--- src/rtl/modport_ram_if.sv ---
// Bus bundle for the modport_ram storage block.
// The write and read driver/monitor pairs share this bundle. clk and rstn are
// kept as plain module ports.
interface modport_ram_if #(
  parameter int ADDR_W = 5,
  parameter int DATA_W = 32
);

  logic              write_enable;
  logic [ADDR_W-1:0] write_address;
  logic [DATA_W-1:0] data_in;
  logic              read_enable;
  logic [ADDR_W-1:0] read_address;
  logic [DATA_W-1:0] data_out;

  // Driver side: it drives the strobes, addresses and write data, and sees
  // the read data.
  modport master (
    output write_enable,
    output write_address,
    output data_in,
    output read_enable,
    output read_address,
    input  data_out
  );

  // RAM side: it consumes the strobes and returns the registered read data.
  modport slave (
    input  write_enable,
    input  write_address,
    input  data_in,
    input  read_enable,
    input  read_address,
    output data_out
  );

  // Passive observer of every signal.
  modport monitor (
    input write_enable,
    input write_address,
    input data_in,
    input read_enable,
    input read_address,
    input data_out
  );

endinterface

--- src/rtl/modport_ram.sv ---
// modport_ram: 32 x 32-bit RAM with one write port and one read port.
// Reset clears every word and the read register. Read data is registered.
// A read and a write to the same address at the same edge return the data
// being written, so the read is write-first.
module modport_ram #(
  parameter int DEPTH  = 32,
  parameter int ADDR_W = 5,
  parameter int DATA_W = 32
) (
  input  logic clk,
  input  logic rstn,            // synchronous, active-high despite the name
  modport_ram_if.slave bus
);

  // Storage is a flop array rather than block RAM, so that one reset edge
  // can clear every word.
  logic [DATA_W-1:0] mem_q [DEPTH];
  logic [DATA_W-1:0] mem_d [DEPTH];
  logic [DEPTH-1:0]  wr_sel;

  logic [DATA_W-1:0] data_out_q;
  logic [DATA_W-1:0] data_out_d;
  logic [DATA_W-1:0] rd_word;
  logic              rd_bypass;

  // Decode the write address into a one-hot word select, gated by the strobe.
  always_comb begin
    wr_sel = '0;
    for (int i = 0; i < DEPTH; i++) begin
      wr_sel[i] = bus.write_enable && (bus.write_address == ADDR_W'(i));
    end
  end

  // Next-state contents of each word. A selected word takes data_in and
  // every other word holds its value.
  always_comb begin
    for (int i = 0; i < DEPTH; i++) begin
      mem_d[i] = mem_q[i];
      if (wr_sel[i]) begin
        mem_d[i] = bus.data_in;
      end
    end
  end

  // Storage register. Reset dominates any write presented at the same edge.
  always_ff @(posedge clk) begin
    for (int i = 0; i < DEPTH; i++) begin
      if (rstn) begin
        mem_q[i] <= '0;
      end else begin
        mem_q[i] <= mem_d[i];
      end
    end
  end

  // Read selection. A write to the address being read at the same edge is
  // forwarded from data_in, so the reader never sees stale data.
  always_comb begin
    rd_word    = mem_q[bus.read_address];
    rd_bypass  = bus.write_enable && (bus.write_address == bus.read_address);
    data_out_d = data_out_q;
    if (bus.read_enable) begin
      data_out_d = rd_bypass ? bus.data_in : rd_word;
    end
  end

  // Read data register. It holds its value between reads and is cleared only
  // by reset.
  always_ff @(posedge clk) begin
    if (rstn) begin
      data_out_q <= '0;
    end else begin
      data_out_q <= data_out_d;
    end
  end

  assign bus.data_out = data_out_q;

endmodule

--- src/flat_wrapper.sv ---
// flat-port wrapper written by rule: the top's interface ports become plain ports
module modport_ram_flat 
#(
  parameter int DEPTH  = 32,
  parameter int ADDR_W = 5,
  parameter int DATA_W = 32
)
  (clk, rstn, bus_write_enable, bus_write_address, bus_data_in, bus_read_enable, bus_read_address, bus_data_out);
  modport_ram_if #(.ADDR_W(ADDR_W), .DATA_W(DATA_W)) bus_i ();
  input  logic clk;
  input  logic rstn;
  input wire logic [$bits(bus_i.write_enable)-1:0] bus_write_enable;
  input wire logic [$bits(bus_i.write_address)-1:0] bus_write_address;
  input wire logic [$bits(bus_i.data_in)-1:0] bus_data_in;
  input wire logic [$bits(bus_i.read_enable)-1:0] bus_read_enable;
  input wire logic [$bits(bus_i.read_address)-1:0] bus_read_address;
  output wire logic [$bits(bus_i.data_out)-1:0] bus_data_out;
  assign bus_i.write_enable = bus_write_enable;
  assign bus_i.write_address = bus_write_address;
  assign bus_i.data_in = bus_data_in;
  assign bus_i.read_enable = bus_read_enable;
  assign bus_i.read_address = bus_read_address;
  assign bus_data_out = bus_i.data_out;
  modport_ram #(.DEPTH(DEPTH), .ADDR_W(ADDR_W), .DATA_W(DATA_W)) u_core (.clk(clk), .rstn(rstn), .bus(bus_i));
endmodule
--- config.mk ---
export PLATFORM = sky130hd
export DESIGN_NAME = modport_ram_flat
export DESIGN_NICKNAME = d
export VERILOG_FILES = /design/src/rtl/modport_ram_if.sv /design/src/rtl/modport_ram.sv /design/src/flat_wrapper.sv
export SDC_FILE = /design/constraint.sdc
export NUM_CORES = 1
export LEC_CHECK = 0
export ABC_CLOCK_PERIOD_IN_PS = 11450
export CAP_MARGIN = 20
export CORE_AREA = 2 2 299 301
export DETAILED_ROUTE_END_ITERATION = 7
export DIE_AREA = 0 0 301 303
export PLACE_DENSITY = 0.83
export SYNTH_ARGS = -nofsm -noshare
export SYNTH_HDL_FRONTEND = slang
export SYNTH_SLANG_ARGS = --single-unit
--- constraint.sdc ---
create_clock -name clk -period 11.45 [get_ports clk]
set_clock_uncertainty 0.05 [all_clocks]
set_input_delay 2.29 -clock clk [delete_from_list [all_inputs] [get_ports clk]]
set_output_delay 2.29 -clock clk [all_outputs]
set_load 0.02 [all_outputs]
==> results of run 1 <==
cell usage in the layout, fill, tap and decap left out, types with 23 or more instances in the layout:
| master | n |
|---|---|
| a22oi_1 | 23 |
| and2_1 | 864 |
| buf_4 | 84 |
| clkbuf_1 | 37 |
| clkbuf_16 | 110 |
| clkdlybuf4s50_1 | 72 |
| dfxtp_1 | 32 |
| edfxtp_1 | 1024 |
| mux2_2 | 69 |
| mux2i_1 | 27 |
| mux4_2 | 230 |
| nand2_1 | 33 |
| nand3_1 | 29 |
| nor2_1 | 77 |
| nor3_1 | 158 |
| o22ai_1 | 70 |
state kept, by name, indices dropped and copies added (netlist names):
name                 flops
u_core.bus.data_out     32
u_core.mem_q          1024
layout make-up:
type,count,area (um^2),area share
sequential,1056,31390,0.5865
multi-input combinational,1800,15390,0.2875
clock buffer,149,2851,0.05327
timing repair buffer,188,1988,0.03714
tap,1165,1458,0.02723
clock inverter,44,416.7,0.007784
inverter,6,22.52,0.0004208
antenna,3,7.507,0.0001403
tightest hold or removal path, cell delays in order, from the launching register on:
cell,delay [ps]
dfxtp_1,310
nor2_1,90
a211oi_1,60
o221a_1,110
cell families after synthesis:
logic type             after synthesis
multiplexers                       326
flip-flops                        1056
AND/OR/NAND/NOR                   1257
AO/OA/AOI/OAI                      212
buffers and inverters              317
XOR/XNOR                             5
routing by layer:
metal	GRT usage	up-vias
li1	-	11800
met1	0.3863	14560
met2	0.4299	2184
met3	0.05979	336
met4	0.1053	12
met5	0	-
worst paths after layout:
check                                       from                                   end  slack [ps]
max                          bus_read_address[0]  u_core.bus.data_out[24]$_SDFFE_PP0P_        6200
min          u_core.bus.data_out[5]$_SDFFE_PP0P_   u_core.bus.data_out[5]$_SDFFE_PP0P_         560
max reg2reg    u_core.mem_q[0][25]$_SDFFCE_PN0P_  u_core.bus.data_out[25]$_SDFFE_PP0P_        9640
min reg2reg  u_core.bus.data_out[5]$_SDFFE_PP0P_   u_core.bus.data_out[5]$_SDFFE_PP0P_         560
power by group:
| group | internal [uW] | switching [uW] | leakage [uW] |
|---|---|---|---|
| registers | 4450 | 80.9 | 0.0100 |
| logic | 287 | 436 | 0.00645 |
| clock network | 1870 | 1450 | 0.00159 |
| total | 6610 | 1970 | 0.0181 |
synthesized netlist by cell type, drive strengths merged, types with 5 or more instances:
| cell | n | area (um^2) |
|---|---|---|
| o21bai | 20 | 150.1 |
| or2 | 5 | 31.28 |
| a21o | 10 | 75.07 |
| dfxtp | 32 | 640.6 |
| nor2b | 10 | 62.56 |
| nand2 | 34 | 127.6 |
| and3 | 6 | 37.54 |
| or4 | 5 | 37.54 |
| o22a | 17 | 148.9 |
| and2 | 864 | 5405 |
| nand2b | 13 | 81.33 |
| a211oi | 5 | 37.54 |
| a21oi | 6 | 30.03 |
| mux2 | 69 | 777.0 |
| clkbuf | 231 | 867.1 |
| o221ai | 15 | 131.4 |
| nand3 | 29 | 145.1 |
| nor3 | 160 | 800.8 |
| mux2i | 27 | 270.3 |
| nor2 | 100 | 375.4 |
| nand3b | 5 | 37.54 |
| nand4 | 9 | 56.30 |
| inv | 6 | 22.52 |
| buf | 80 | 515.5 |
| edfxtp | 1024 | 30750 |
| o21ai | 26 | 130.1 |
| o22ai | 70 | 437.9 |
| a22oi | 23 | 172.7 |
| mux4 | 230 | 5180 |
| a31oi | 6 | 37.54 |
| nor4 | 10 | 62.56 |
through the flow:
step	worst slack (ps)	hold slack [ps]	util	area, um^2
after floorplan	6271	585.1	-	47870
after global placement	5631	544.1	0.5648	49680
after detailed placement	5650	547.5	0.5660	49790
after CTS	6309	555.1	0.6032	53060
after global routing	5958	595.5	0.6084	53520
final	6199	559.5	0.6085	53530
==> flow_summary.toml, run 1 <==
[global_routing]
grt_pass1_wl_um = 184800
grt_pass1_vias = 28460
grt_overflow = 0
grt_max_degree = 93
grt_antenna_before_repair = 8
grt_usage = 0.2763

[worst_setup_path]
cp_cell_sequence = "buf_8 -> buf_12 -> xnor2_1 -> and4_1 -> and3_1 -> a22oi_1 -> o32ai_1"
reg2reg_depth = 4
end_kind = "flop"
worstPathRequired_ps = 11960
cpMaxStageDelayCell = "and3_1"
crit_fanout = 92
critical_path.top_delay_family = "simple AND/OR/NAND/NOR gates"
criticalPathCategory = "in -> reg"
cp.depth = 7
path_buf_inv = 2
slowest_delay_ps = 1040
critPathLaunchType = "primary input"
cp.arrival_ps = 5760

[drt]
dr.pass1.iters = 5
drc = 0
routed_via_density = 6.551
vias = 28900
highest_layer = "met5"
drt_iter0_drc = 4220
wl_met1_um = 46470
drt-total-wl_um = 125800
wl_met2_um = 58340
route.met3.wl_um = 16230
wl_per_cell_um = 28.51
ant_nets = 0

[synth]
syn_area_um2 = 47870
ys_async_sr_fraction = 0
synth_cells = 3173
synth_edf_count = 1024
yosysWarnings = 0
avgSynthCellArea_um2 = 15.09
synth-simple-area-share = 0.1528
ys_seq_area_frac = 0.6558
syn-num-nets = 3219
ys.flop_type = "edfxtp_1"
synthAdderAreaFrac = 0
ys_types = 48
synth_mux_area_frac = 0.1301
synth_top_family_by_area = "simple AND/OR/NAND/NOR gates"
synth_compound_area_frac = 0.03105
ys_seq_elements = 1056
synth_xor_area_frac = 0.0009148

[clock_tree]
clk_latency_ps = 690
post_cts_buffers = 0
clk_path_buf_depth = 3
cts_buffers = 103
post_cts_resized = 0
hold_buffers = 0
htree_levels = 3
numClockSinks = 1056
cts_tree = "done"
clk_pin_slew_ps = 60
root_buffer = "clkbuf_16"

[timing]
setup_viol = 0
setup_tns_ps = 0
hold_viol_final = 0
fin_crit_sh = 0.4586
finalCriticalPeriod_ps = 5251
rsz0062_at_grt = "false"
max_slew_margin = 0.1733
slew_viol_final = 0
worst_pin_slew_ps = 1240
fmax_mhz = 190.5

[finish]
fillers = 6128
drive_gt1_frac = 0.1893
fin_nets = 3201
area_growth_pct = 11.82
fin_cells = 4411

[placed_design]
port-buffer-count = 77
place_hpwl_um = 71540
dp_cells = 4192
gp_congestion = 0.8884

[floorplanning]
start_util = 0.5442
fp.dieW_um = 301
num_rows = 109
core_area_um2 = 87970
ios = 78
die_y_um = 303
die-area_um2 = 91200

[power]
peakVddDrop_v = 0.0001198
total_power_uw = 8573
p_per_area_nw_per_um2 = 160.2
p_leak_uw = 0.01807

[run]
drv_cap = 0

[hold_path]
worstHoldPathType = "reg -> reg"
whs_path_depth = 3

[run_status]
status = "finished, final reports clean"
No activity file was read; power rests on OpenSTA's default activity.
==> inputs of run 2 (changes only) <==
--- a/config.mk
+++ b/config.mk
@@ -5,12 +5,12 @@
 export SDC_FILE = /design/constraint.sdc
 export NUM_CORES = 1
 export LEC_CHECK = 0
-export ABC_CLOCK_PERIOD_IN_PS = 11450
+export ABC_CLOCK_PERIOD_IN_PS = 4200
 export CAP_MARGIN = 20
 export CORE_AREA = 2 2 299 301
 export DETAILED_ROUTE_END_ITERATION = 7
 export DIE_AREA = 0 0 301 303
-export PLACE_DENSITY = 0.83
+export PLACE_DENSITY = 0.86
 export SYNTH_ARGS = -nofsm -noshare
 export SYNTH_HDL_FRONTEND = slang
 export SYNTH_SLANG_ARGS = --single-unit
==> constraint.sdc (replaced) <==
create_clock -name clk -period 4.2 [get_ports clk]
set_clock_uncertainty 0.05 [all_clocks]
set_input_delay 0.84 -clock clk [delete_from_list [all_inputs] [get_ports clk]]
set_output_delay 0.84 -clock clk [all_outputs]
set_load 0.02 [all_outputs]
==> run 2 against run 1 <==
Against the previous run:
- core utilization increased by 0.091 points
- final cell count increased by 0.77%
- cell area increased by 0.15%
- clock power increased to 2.7 times the previous value
- sequential cell count unchanged
- worst setup slack got worse by 5200 ps
- highest routed layer unchanged
- first-iteration DRC count increased by 9.0%
- via count increased by 2.1%
- hold slack got worse by 22 ps
- count of clock-buffer cells in the layout decreased by 20
==> flow_summary.toml, run 2 (same netlist as run 1, synthesis figures left out) <==
[floorplanning]
core_area_um2 = 87970
ios = 78
start_util = 0.5442
num_rows = 109
die-area_um2 = 91200
die_y_um = 303
fp.dieW_um = 301

[power]
p_clk_frac = 0.383
p_sw_frac = 0.2276
share_seq_of_total_power = 0.530
internal_power_uw = 18030
p_per_area_nw_per_um2 = 435.5
peakVddDrop_v = 0.0003297
combinationalPowerShare = 0.086
p_leak_uw = 0.01821
p_switching_uw = 5312

[clock_tree]
clk_pin_slew_ps = 60
root_buffer = "clkbuf_16"
clk_latency_ps = 670
post_cts_buffers = 0
numClockSinks = 1056
cts_tree = "done"
clk_path_buf_depth = 3
cts_buffers = 101
hold_buffers = 0
htree_levels = 3
post_cts_resized = 0

[drt]
vias = 29520
wl_per_cell_um = 29.04
drt_iter0_drc = 4600
drt-total-wl_um = 129100
route.met3.wl_um = 17270
ant_nets = 0
wl_met1_um = 44270
routed_via_density = 6.640
wl_met2_um = 61530
drc = 0
dr.pass1.iters = 8
highest_layer = "met5"

[timing]
hold_viol_final = 0
fmax_mhz = 309.0
max_slew_margin = 0.2497
slew_viol_final = 0
setup_tns_ps = 0
setup_viol = 0
rsz0062_at_grt = "false"
finalCriticalPeriod_ps = 3236
worst_pin_slew_ps = 1122
fin_crit_sh = 0.7705

[worst_setup_path]
crit_end = "u_core.bus.data_out[16]$_SDFFE_PP0P_"
cpMaxStageDelayCell = "clkdlybuf4s50_1"
crit_fanout = 18
cp.arrival_ps = 3720
slowest_delay_ps = 910
worstPathRequired_ps = 4680
criticalPathCategory = "in -> reg"
end_kind = "flop"
worstReg2RegStart = "u_core.mem_q[27][30]$_SDFFCE_PN0P_"
rrSetupSlack_ps = 2260
path_buf_inv = 1
worstSetupStartpoint = "bus_read_address[3]"
r2r-end = "u_core.bus.data_out[30]$_SDFFE_PP0P_"
cp.depth = 6
critPathLaunchType = "primary input"
reg2reg_depth = 4
critical_path.top_delay_family = "simple AND/OR/NAND/NOR gates"
cp_cell_sequence = "clkdlybuf4s50_1 -> xor2_1 -> nor2_1 -> nand3_1 -> o21ai_0 -> nor3_1"

[placed_design]
place_hpwl_um = 75570
dp_cells = 4250
gp_congestion = 0.9195
placed_area_um2 = 50210
port-buffer-count = 77

[run]
drv_cap = 0

[hold_path]
worstHoldPathType = "in -> reg"
hold_start = "rstn"

[finish]
top_register = "u_core.mem_q"
fin_nets = 3243
final_cell_mix = "edfxtp_1, and2_1, mux4_2, nor3_1, buf_4"
drive_gt1_frac = 0.1910
largest_register_ffs = 1024
area_growth_pct = 11.98
postLayoutCoreUtil = 0.6094
fin_cells = 4445
final_area_um2 = 53610
final_common_cell = "edfxtp_1"

[global_routing]
grt_usage = 0.2840
grt_pass1_wl_um = 189500
grt_antenna_before_repair = 7
grt_pass1_vias = 29570
grt_overflow = 0
grt_max_degree = 64

[run_status]
status = "finished, final reports clean"
run 2: changes by cell type in the layout (fill, tap and decap cells not counted), moves of 2 or more:
cell and delta:
clkbuf_8 -8, clkbuf_16 -5, buf_8 -5, a21o_2 -2
nor2_4 -4, clkbuf_1 -13, nor2_1 +18, a21o_1 +2
bufinv_16 +3, buf_12 +5, clkinv_1 +14, buf_4 +52
inv_6 -3, nor2_2 -14
run 2: power by group through the flow:
stage          clock network (uW)  registers (uW)  logic, uW
5_1_grt                      9350           12400       2080
6_report                     8950           12400       2010
4_1_cts                      8980           12400       1960
2_1_floorplan                   0           12500       1160
3_3_place_gp                    0           12500       1890
3_5_place_dp                    0           12600       1930
run 2: through the flow:
stage	hold slack (ps)	power (uW)	setup WS, ps
6_report	537.4	23340	963.9
5_1_grt	546.9	23840	1002
2_1_floorplan	585.1	13670	471.2
4_1_cts	509.0	23300	1150
3_3_place_gp	527.4	14410	678.2
3_5_place_dp	534.5	14500	550.0
run 2: cell type report:
cell class | count | area, um^2
Antenna cell | 3 | 7.507
Clock buffer | 129 | 2718
Clock inverter | 54 | 474.2
Fill cell | 6007 | 34360
Inverter | 6 | 22.52
Multi-Input combinational cell | 1800 | 15320
Sequential cell | 1056 | 31390
Tap cell | 1165 | 1458
Timing Repair Buffer | 232 | 2215
run 2: worst min-delay path by stage:
stage / end / cells past startpoint
2_1_floorplan: u_core.bus.data_out[19]$_SDFFE_PP0P_ / 4
3_3_place_gp: u_core.bus.data_out[5]$_SDFFE_PP0P_ / 3
3_5_place_dp: u_core.bus.data_out[17]$_SDFFE_PP0P_ / 3
4_1_cts: u_core.bus.data_out[18]$_SDFFE_PP0P_ / 3
5_1_grt: u_core.bus.data_out[18]$_SDFFE_PP0P_ / 3
6_report: u_core.bus.data_out[18]$_SDFFE_PP0P_ / 3
run 2: per-layer routing:
| metal | global-route usage | vias up |
|---|---|---|
| li1 | - | 11890 |
| met1 | 0.3726 | 14750 |
| met2 | 0.4588 | 2420 |
| met3 | 0.06559 | 449 |
| met4 | 0.1221 | 8 |
| met5 | 0 | - |
run 2: worst reg2reg max path, cell delays in order (launching register included):
cell and delay, ps:
edfxtp_1 400, mux4_2 490, mux4_2 510, nor2_1 280, nor3b_1 100
